## config.mk

```make
export PLATFORM = sky130hd
export DESIGN_NAME = regdct_pingpong_flat
export DESIGN_NICKNAME = d
export VERILOG_FILES = /design/src/rtl/regdct_pingpong_if.sv /design/src/rtl/regdct_pingpong.sv /design/src/flat_wrapper.sv
export SDC_FILE = /design/constraint.sdc
export NUM_CORES = 1
export LEC_CHECK = 0
export CAP_MARGIN = 5
export CELL_PAD_IN_SITES_DETAIL_PLACEMENT = 0
export CELL_PAD_IN_SITES_GLOBAL_PLACEMENT = 1
export CORE_UTILIZATION = 55
export DETAILED_ROUTE_END_ITERATION = 6
export GPL_ROUTABILITY_DRIVEN = 0
export PLACE_DENSITY = 0.8
export SLEW_MARGIN = 20
export SYNTH_ARGS = -nofsm -noshare
export SYNTH_HDL_FRONTEND = slang
export SYNTH_SLANG_ARGS = --single-unit
```

## constraint.sdc

```tcl
create_clock -name clk -period 5.2 [get_ports clk]
set_input_delay 0.52 -clock clk [delete_from_list [all_inputs] [get_ports clk]]
set_output_delay 0.52 -clock clk [all_outputs]
set_load 0.005 [all_outputs]
```

## src/rtl/regdct_pingpong_if.sv

```systemverilog
// Handshake bundle between the front-end writer, the ping-pong
// coefficient store and the back-end reader.
interface regdct_pingpong_if #(
    parameter int DW = 16,
    parameter int AW = 5
);
    logic          flush;
    logic          wr_valid;
    logic [DW-1:0] wr_data;
    logic          wr_ready;
    logic          wr_drop;
    logic          frame_done;
    logic          rd_avail;
    logic          rd_en;
    logic [AW-1:0] rd_addr;
    logic [DW-1:0] rd_data;
    logic          rd_valid;
    logic          rd_release;

    modport master (
        output flush, wr_valid, wr_data, rd_en, rd_addr, rd_release,
        input  wr_ready, wr_drop, frame_done, rd_avail, rd_data, rd_valid
    );

    modport slave (
        input  flush, wr_valid, wr_data, rd_en, rd_addr, rd_release,
        output wr_ready, wr_drop, frame_done, rd_avail, rd_data, rd_valid
    );
endinterface

```

## src/rtl/regdct_pingpong.sv

```systemverilog
// Two-bank ping-pong coefficient store for the MFCC feature path.
// The writer streams FRAME_LEN words into one bank while the reader
// consumes the previously completed frame from the other bank.
module regdct_pingpong #(
    parameter int DW        = 16,
    parameter int AW        = 5,
    parameter int FRAME_LEN = 23
) (
    input logic             clk,
    input logic             reset,
    regdct_pingpong_if.slave bus
);
    localparam int          DEPTH  = 2 ** AW;
    localparam int unsigned NWORDS = 2 * DEPTH;

    // Bank index is the top address bit: {bank, word}.
    logic [DW-1:0] mem [NWORDS];

    logic          wbank;
    logic          rbank;
    logic [AW-1:0] wptr;
    logic [1:0]    bank_full;
    logic [1:0]    bank_full_nxt;

    logic wr_ready_i;
    logic rd_avail_i;
    logic wr_accept;
    logic wr_last;
    logic rd_fire;
    logic rel_fire;
    logic drop_now;

    // Ownership-derived handshakes and the qualified events of this cycle.
    always_comb begin
        wr_ready_i = !bank_full[wbank];
        rd_avail_i = bank_full[rbank];
        wr_accept  = !bus.flush && bus.wr_valid && wr_ready_i;
        wr_last    = (wptr == AW'(FRAME_LEN - 1));
        rd_fire    = !bus.flush && bus.rd_en && rd_avail_i;
        rel_fire   = !bus.flush && bus.rd_release && rd_avail_i;
        drop_now   = !bus.flush && bus.wr_valid && !wr_ready_i;

        // Completing a frame and releasing the other bank never target the
        // same bank, so both updates can be applied together.
        bank_full_nxt = bank_full;
        if (wr_accept && wr_last) bank_full_nxt[wbank] = 1'b1;
        if (rel_fire)             bank_full_nxt[rbank] = 1'b0;

        bus.wr_ready = wr_ready_i;
        bus.rd_avail = rd_avail_i;
    end

    // Write pointer, bank selectors and full flags.
    always_ff @(posedge clk or negedge reset) begin
        if (!reset) begin
            wbank     <= 1'b0;
            rbank     <= 1'b0;
            wptr      <= '0;
            bank_full <= '0;
        end else if (bus.flush) begin
            wbank     <= 1'b0;
            rbank     <= 1'b0;
            wptr      <= '0;
            bank_full <= '0;
        end else begin
            if (wr_accept) begin
                if (wr_last) begin
                    wptr  <= '0;
                    wbank <= ~wbank;
                end else begin
                    wptr <= wptr + AW'(1);
                end
            end
            if (rel_fire) rbank <= ~rbank;
            bank_full <= bank_full_nxt;
        end
    end

    // Coefficient storage; cleared only by reset, never by flush.
    always_ff @(posedge clk or negedge reset) begin
        if (!reset) begin
            for (int unsigned i = 0; i < NWORDS; i++) mem[i] <= '0;
        end else if (wr_accept) begin
            mem[{wbank, wptr}] <= bus.wr_data;
        end
    end

    // One-cycle status pulses.
    always_ff @(posedge clk or negedge reset) begin
        if (!reset) begin
            bus.wr_drop    <= 1'b0;
            bus.frame_done <= 1'b0;
            bus.rd_valid   <= 1'b0;
        end else begin
            bus.wr_drop    <= drop_now;
            bus.frame_done <= wr_accept && wr_last;
            bus.rd_valid   <= rd_fire;
        end
    end

    // Registered read port; samples rbank before any same-cycle release swap.
    always_ff @(posedge clk or negedge reset) begin
        if (!reset) begin
            bus.rd_data <= '0;
        end else if (rd_fire) begin
            bus.rd_data <= mem[{rbank, bus.rd_addr}];
        end
    end
endmodule

```

## src/flat_wrapper.sv

```systemverilog
// flat-port wrapper written by rule: the top's interface ports become plain ports
module regdct_pingpong_flat 
#(
    parameter int DW        = 16,
    parameter int AW        = 5,
    parameter int FRAME_LEN = 23
)
  (clk, reset, bus_flush, bus_wr_valid, bus_wr_data, bus_rd_en, bus_rd_addr, bus_rd_release, bus_wr_ready, bus_wr_drop, bus_frame_done, bus_rd_avail, bus_rd_data, bus_rd_valid);
  regdct_pingpong_if #(.DW(DW), .AW(AW)) bus_i ();
  input logic clk;
  input logic reset;
  input wire logic [$bits(bus_i.flush)-1:0] bus_flush;
  input wire logic [$bits(bus_i.wr_valid)-1:0] bus_wr_valid;
  input wire logic [$bits(bus_i.wr_data)-1:0] bus_wr_data;
  input wire logic [$bits(bus_i.rd_en)-1:0] bus_rd_en;
  input wire logic [$bits(bus_i.rd_addr)-1:0] bus_rd_addr;
  input wire logic [$bits(bus_i.rd_release)-1:0] bus_rd_release;
  output wire logic [$bits(bus_i.wr_ready)-1:0] bus_wr_ready;
  output wire logic [$bits(bus_i.wr_drop)-1:0] bus_wr_drop;
  output wire logic [$bits(bus_i.frame_done)-1:0] bus_frame_done;
  output wire logic [$bits(bus_i.rd_avail)-1:0] bus_rd_avail;
  output wire logic [$bits(bus_i.rd_data)-1:0] bus_rd_data;
  output wire logic [$bits(bus_i.rd_valid)-1:0] bus_rd_valid;
  assign bus_i.flush = bus_flush;
  assign bus_i.wr_valid = bus_wr_valid;
  assign bus_i.wr_data = bus_wr_data;
  assign bus_i.rd_en = bus_rd_en;
  assign bus_i.rd_addr = bus_rd_addr;
  assign bus_i.rd_release = bus_rd_release;
  assign bus_wr_ready = bus_i.wr_ready;
  assign bus_wr_drop = bus_i.wr_drop;
  assign bus_frame_done = bus_i.frame_done;
  assign bus_rd_avail = bus_i.rd_avail;
  assign bus_rd_data = bus_i.rd_data;
  assign bus_rd_valid = bus_i.rd_valid;
  regdct_pingpong #(.DW(DW), .AW(AW), .FRAME_LEN(FRAME_LEN)) u_core (.clk(clk), .reset(reset), .bus(bus_i));
endmodule
```

# Word level (Yosys, flattened, before mapping)

Index checks and enable logic that the tools add are counted.

Order comparisons: 7
Reductions and logical operators: 17
Multiplexer cells: 25
Equal/unequal tests: 1
$add $sub $neg: 1
Bitwise gates (word level): 7

Operators by type and width:

| operator                                           | number |
|---|---|
| bitwise mux 1024 bit                               | 1 |
| binary-select mux 16 bit (select 6 bit)            | 1 |
| demux 16 bit (select 6 bit)                        | 1 |
| two-way mux 16 bit                                 | 3 |
| two-way mux 5 bit                                  | 3 |
| >= comparator 7 bit, second input constant         | 2 |
| inverter 6 -> 7 bit                                | 2 |
| logical AND 1 bit                                  | 11 |
| two-way mux 1 bit                                  | 11 |
| < comparator 7 x 1 -> 1 bit, second input constant | 1 |
| two-way mux 2 bit                                  | 3 |
| nonzero test 2 bit                                 | 3 |
| adder 5 x 1 -> 5 bit, second input constant        | 1 |
| equality test 5 bit, second input constant         | 1 |
| < comparator 1 x 2 -> 1 bit, second input constant | 2 |
| AND 2 bit                                          | 1 |
| demux 1 bit (select 1 bit)                         | 2 |
| >= comparator 1 bit, second input constant         | 2 |
| zero test 1 bit                                    | 2 |
| inverter 1 bit                                     | 2 |
| inverter 2 bit                                     | 1 |
| bitwise OR 2 bit                                   | 1 |
| AND reduction 2 bit                                | 1 |

Output and inout bits: 21
Input bits: 27
Flip-flop bits (word level): 1,052
Logic and storage cells: 130

# Longest topological paths before layout

Depth in word-level cells: 9
Depth in mapped cells: 10
Depth with buffers taken out: 6

# Worst setup path before layout

No wires, ideal clock.

Path type: input-to-reg
From: in bus_rd_addr[4]
To: reg u_core.bus.rd_data[4]
Setup slack: 2.665 ns
Library setup time: 0.126 ns
Data required time: 5.074 ns
Path buffers: 3
Arrival time: 2.409 ns
Stages on the path: 8
Cells stage by stage: buf_2 buf_2 buf_1 mux4_2 mux4_2 o22ai_1 nor3_1 a221o_1

Word-level cells in the longest chain between the ends: 4

Ends and longest elaborated chain:

| what                                                  | line                     | source |
|---|---|---|
| start: declaration                                    | flat_wrapper.sv:16       | `input wire logic [$bits(bus_i.rd_addr)-1:0] bus_rd_addr;` |
| inverter 6 -> 7 bit (not written as such)             | regdct_pingpong.sv:106   | `bus.rd_data <= mem[{rbank, bus.rd_addr}];` |
| binary-select mux 16 bit (select 6 bit)               | regdct_pingpong.sv:106   |  |
| two-way mux 16 bit (not written as such) (2 in a row) | regdct_pingpong.sv:106   |  |
| end signal: assignment                                | regdct_pingpong.sv:106   |  |
| end: declaration                                      | regdct_pingpong_if.sv:27 | `output wr_ready, wr_drop, frame_done, rd_avail, rd_data, rd_valid` |

Every way passes these cells. The select of a mux whose other input is x is not followed.
A chain may end at the register's enable or synchronous reset.

# Worst setup path after layout

From: reg u_core.wbank
To: reg u_core.mem[161] (netlist bit)

Word-level cells in the longest chain between the ends: 6
Elaborated cells on any way between the ends: 11
Classes of those cells: order compare: 2; mux: 5; bitwise: 1; reduce/logical: 3

Ends and longest elaborated chain:

| what                                                                                     | line                  | source |
|---|---|---|
| start: declaration                                                                       | regdct_pingpong.sv:19 | `logic wbank;` |
| start signal: assignment                                                                 | regdct_pingpong.sv:69 | `wbank <= ~wbank;` |
| inverter 6 -> 7 bit (not written as such)                                                | regdct_pingpong.sv:84 | `mem[{wbank, wptr}] <= bus.wr_data;` |
| >= comparator 7 bit (not written as such) or < comparator 7 x 1 -> 1 bit (tied branches) | regdct_pingpong.sv:84 |  |
| logical AND 1 bit (not written as such)                                                  | regdct_pingpong.sv:84 |  |
| two-way mux 16 bit (not written as such)                                                 | regdct_pingpong.sv:84 |  |
| demux 16 bit (select 6 bit)                                                              | regdct_pingpong.sv:84 |  |
| bitwise mux 1024 bit                                                                     | regdct_pingpong.sv:84 |  |
| end signal: indexed assignment                                                           | regdct_pingpong.sv:84 |  |
| end: declaration                                                                         | regdct_pingpong.sv:17 | `logic [DW-1:0] mem [NWORDS];` |

Several ways; a longest one is shown, not always the timed one. The select of a mux whose other input is x is not followed.

==> flow_metrics.tcl <==
set metrics [dict create \
    cp-start-kind "flop" \
    die_h_um 298 \
    drive_gt1_share_pct 47.7 \
    grt_overflow 0 \
    ant_nets 0 \
    p_switching_mw 4.11 \
    period_needed_ns 3.94 \
    synth_warnings 0 \
    tritoncts.num_buffers 109 \
    powerDensity_nw_per_um2 332 \
    clock_latency_ns 0.67 \
    cts_tree "yes" \
    clock.fmax_mhz 254 \
    cp_max_fo 16 \
    yosysUniqueCellTypes 45 \
    cp.required_ns 5.76 \
    violations "DRC" \
    finalHoldViolations 0 \
    max_stage_delay_ns 1.14 \
    sw_frac_of_total_pct 23.3 \
    synth_cells 3218 \
    seqPwrFrac_pct 48.4 \
    vias 27900 \
    power_frac_comb_pct 6.6 \
    final_cell_mix "dfrtp_1 (1052), mux2_2 (1041), mux2i_1 (208)" \
    synth_area_um2 48100 \
    fin_nets 3176 \
    vias_per_cell 6.36 \
    end_kind "flop" \
    slowest_stage "nor2_2" \
    status "finished with violations" \
    drtPass1Iterations 7 \
    crit_buf_inv 0 \
    setup_slack_ns 1.26 \
    crit_start "u_core.wbank" \
    die_area_um2 88600 \
    hp-class "flop to flop" \
    grt_antenna_before_repair 1 \
    clock_sinks 1052 \
    worst_slew_pin_slew_ns 1.19 \
    timing_worst_setup_path_type "flop to flop" \
    rsz0062_at_grt "no" \
    slew_headroom_pct 20.5 \
    htreeDepth 3 \
    drt_iter0_drc 2206 \
    grt_pass1_wl_um 187000 \
    synth_flop_cell "dfrtp_1" \
    skew_ns 0.0316 \
    grt_max_degree 171 \
    synth_sequential_area_ratio_pct 54.8 \
    initial_core_util_pct 55.5 \
    die_w_um 298 \
    clkPwrFrac_pct 45.0 \
    yosys-top-cells-area "dfrtp_1 (55%), mux2_2 (24%), mux4_2 (7.5%)" \
    area_growth_pct 10.3 \
    cp_cell_sequence "mux2i_2 > and3b_1 > nand4b_1 > nor2_2 > mux2_2" \
    grt_pass1_vias 29800 \
    setup-violations-final 0 \
    cap_violations 0 \
    fin_setup_tns_ns 0 \
    finalCritPeriodShare_pct 75.7 \
    synth.top_cell.area_share_pct 54.8 \
    synth.avg_cell_area_um2 14.9 \
    syn_nets 3247 \
    rows 108 \
    path_clk_slew_ns 0.06 \
    wire_per_inst_um 27.6 \
    min_from "u_core.mem[140]" \
    async_flop_share_pct 100 \
    critPathTopFamily "simple AND/OR/NAND/NOR gates" \
    intPower_mw 13.5 \
    final_cells 4393 \
    layout_commonest_cell "dfrtp_1" \
    yosysTopAreaCell "dfrtp_1" \
    routed_wl_um 121000 \
    gr-usage-all-layers_pct 27.8 \
    cellLeakagePower_nw 25.9 \
    clk_path_buf_depth 3 \
    reg2reg_from "u_core.wbank" \
    drv_slew 0 \
    portBuffers 47 \
    cts-root-buf "clkbuf_16" \
    drt_drc_violations_left 8 \
    synth-edff-count 0 \
    antennaDiodeCount 0 \
    io_pins 48 \
    ir_drop_uv 367 \
    ctsResizeCount 0 \
    coreArea_um2 86600 \
    ys_seq_elements 1052 \
    hpwlAfterDp_um 73800 \
    numPlacedInstances 4190 \
    cp.arrival_ns 4.50 \
    dp_slack_ns 1.22 \
]
[sequential cells by signal, summed over array words and instances, names as in the netlist]
signal and count:
u_core.bus.rd_valid 1, u_core.mem 1024, u_core.rbank 1, u_core.bus.rd_data 16
u_core.bank_full 2, u_core.bus.frame_done 1, u_core.wptr 5, u_core.wbank 1
u_core.bus.wr_drop 1
[layer usage]
layer  GRT usage (%)  routed length, µm  vias up  part of all wire [%]
li1                -                  -    11800                     -
met1            40.0              54200    15300                    45
met2            43.7              57500      723                    47
met3            4.35               5990      204                   4.9
met4            8.54               3550        0                   2.9
met5               0                  0        -                     0
[kinds of logic after synthesis]
logic type,count (synthesis),share of synthesized area [%]
flip-flops,1052,54.8
AO/OA/AOI/OAI,206,3.28
AND/OR/NAND/NOR,238,2.76
multiplexers,1412,36.3
adder cells (fa/ha/maj),2,0.0520
buffers and inverters,308,2.85
[power groups by stage]
| stage | Sequential, mW | Clock (mW) | Combinational, mW |
|---|---|---|---|
| 6_report | 8.52 | 7.91 | 1.17 |
| 5_1_grt | 8.53 | 8.39 | 1.26 |
| 4_1_cts | 8.51 | 8.06 | 1.17 |
| 3_5_place_dp | 8.66 | 0 | 1.17 |
| 3_3_place_gp | 8.64 | 0 | 1.13 |
| 2_1_floorplan | 8.62 | 0 | 0.706 |
[repair_timing]
| action | 4_1_cts | 5_1_grt |
|---|---|---|
| setup endpoints to repair | 0 | 0 |
| endpoints found under the hold margin | 80 | 0 |
| hold buffers | 1 | 0 |
| setup buffers | 0 | 0 |
[layout make-up]
class	count	area, µm²
sequential	1052	26300
inverter	3	11.3
tap	1155	1450
fill	6405	33600
multi-input combinational	1858	20400
timing repair buffer	123	1100
clock buffer	161	3200
clock inverter	41	485
[final timing paths]
path / endpoint / slack, ns / depth (start not counted)
worst max-delay path: u_core.mem[161] / 1.26 / 5
worst min-delay path: u_core.mem[140] / 0.49 / 1
worst max register to register: u_core.mem[161] / 1.26 / 5
worst min register to register: u_core.mem[140] / 0.49 / 1
max in group asynchronous: u_core.mem[766] / 3.21 / 3
min in group asynchronous: u_core.mem[146] / 0.50 / 2
[cells in the mapped netlist, types with 2 or more instances]
cell type	instances
mux2_1	2
clkbuf_1	142
a211oi_1	32
a221o_1	16
nand2_1	34
buf_2	124
and3_1	3
nor2_2	32
nand3_1	35
o21ai_0	4
mux2i_1	208
buf_1	28
mux2_2	1041
o22ai_1	16
mux4_2	160
ha_1	2
buf_4	8
inv_1	2
a21oi_1	23
nor3_1	18
nor2_1	28
nor4b_1	2
a22o_1	16
nor3b_1	5
buf_8	2
o31ai_1	2
a22oi_1	49
nor2b_1	36
dfrtp_1	1052
nand4b_1	4
a221oi_1	48
nand3b_1	7
nand2b_1	2
nand2_2	24
[worst register-to-register path: stages (launching register included)]
cell and delay (ns):
dfrtp_1 0.64, mux2i_2 0.52, and3b_1 0.44, nand4b_1 0.65, nor2_2 1.14, mux2_2 0.44
[metrics by stage]
stage	hold slack (ns)	power, mW	area, µm²	util [%]
finish	0.494	17.6	53000	61.2
detailed placement	0.480	9.83	49300	56.9
global placement	0.464	9.77	49300	56.9
floorplan	0.224	9.32	48100	-
CTS	0.494	17.7	53000	61.2
global route	0.504	18.2	53000	61.2
Power figures use the tool's default switching activity.
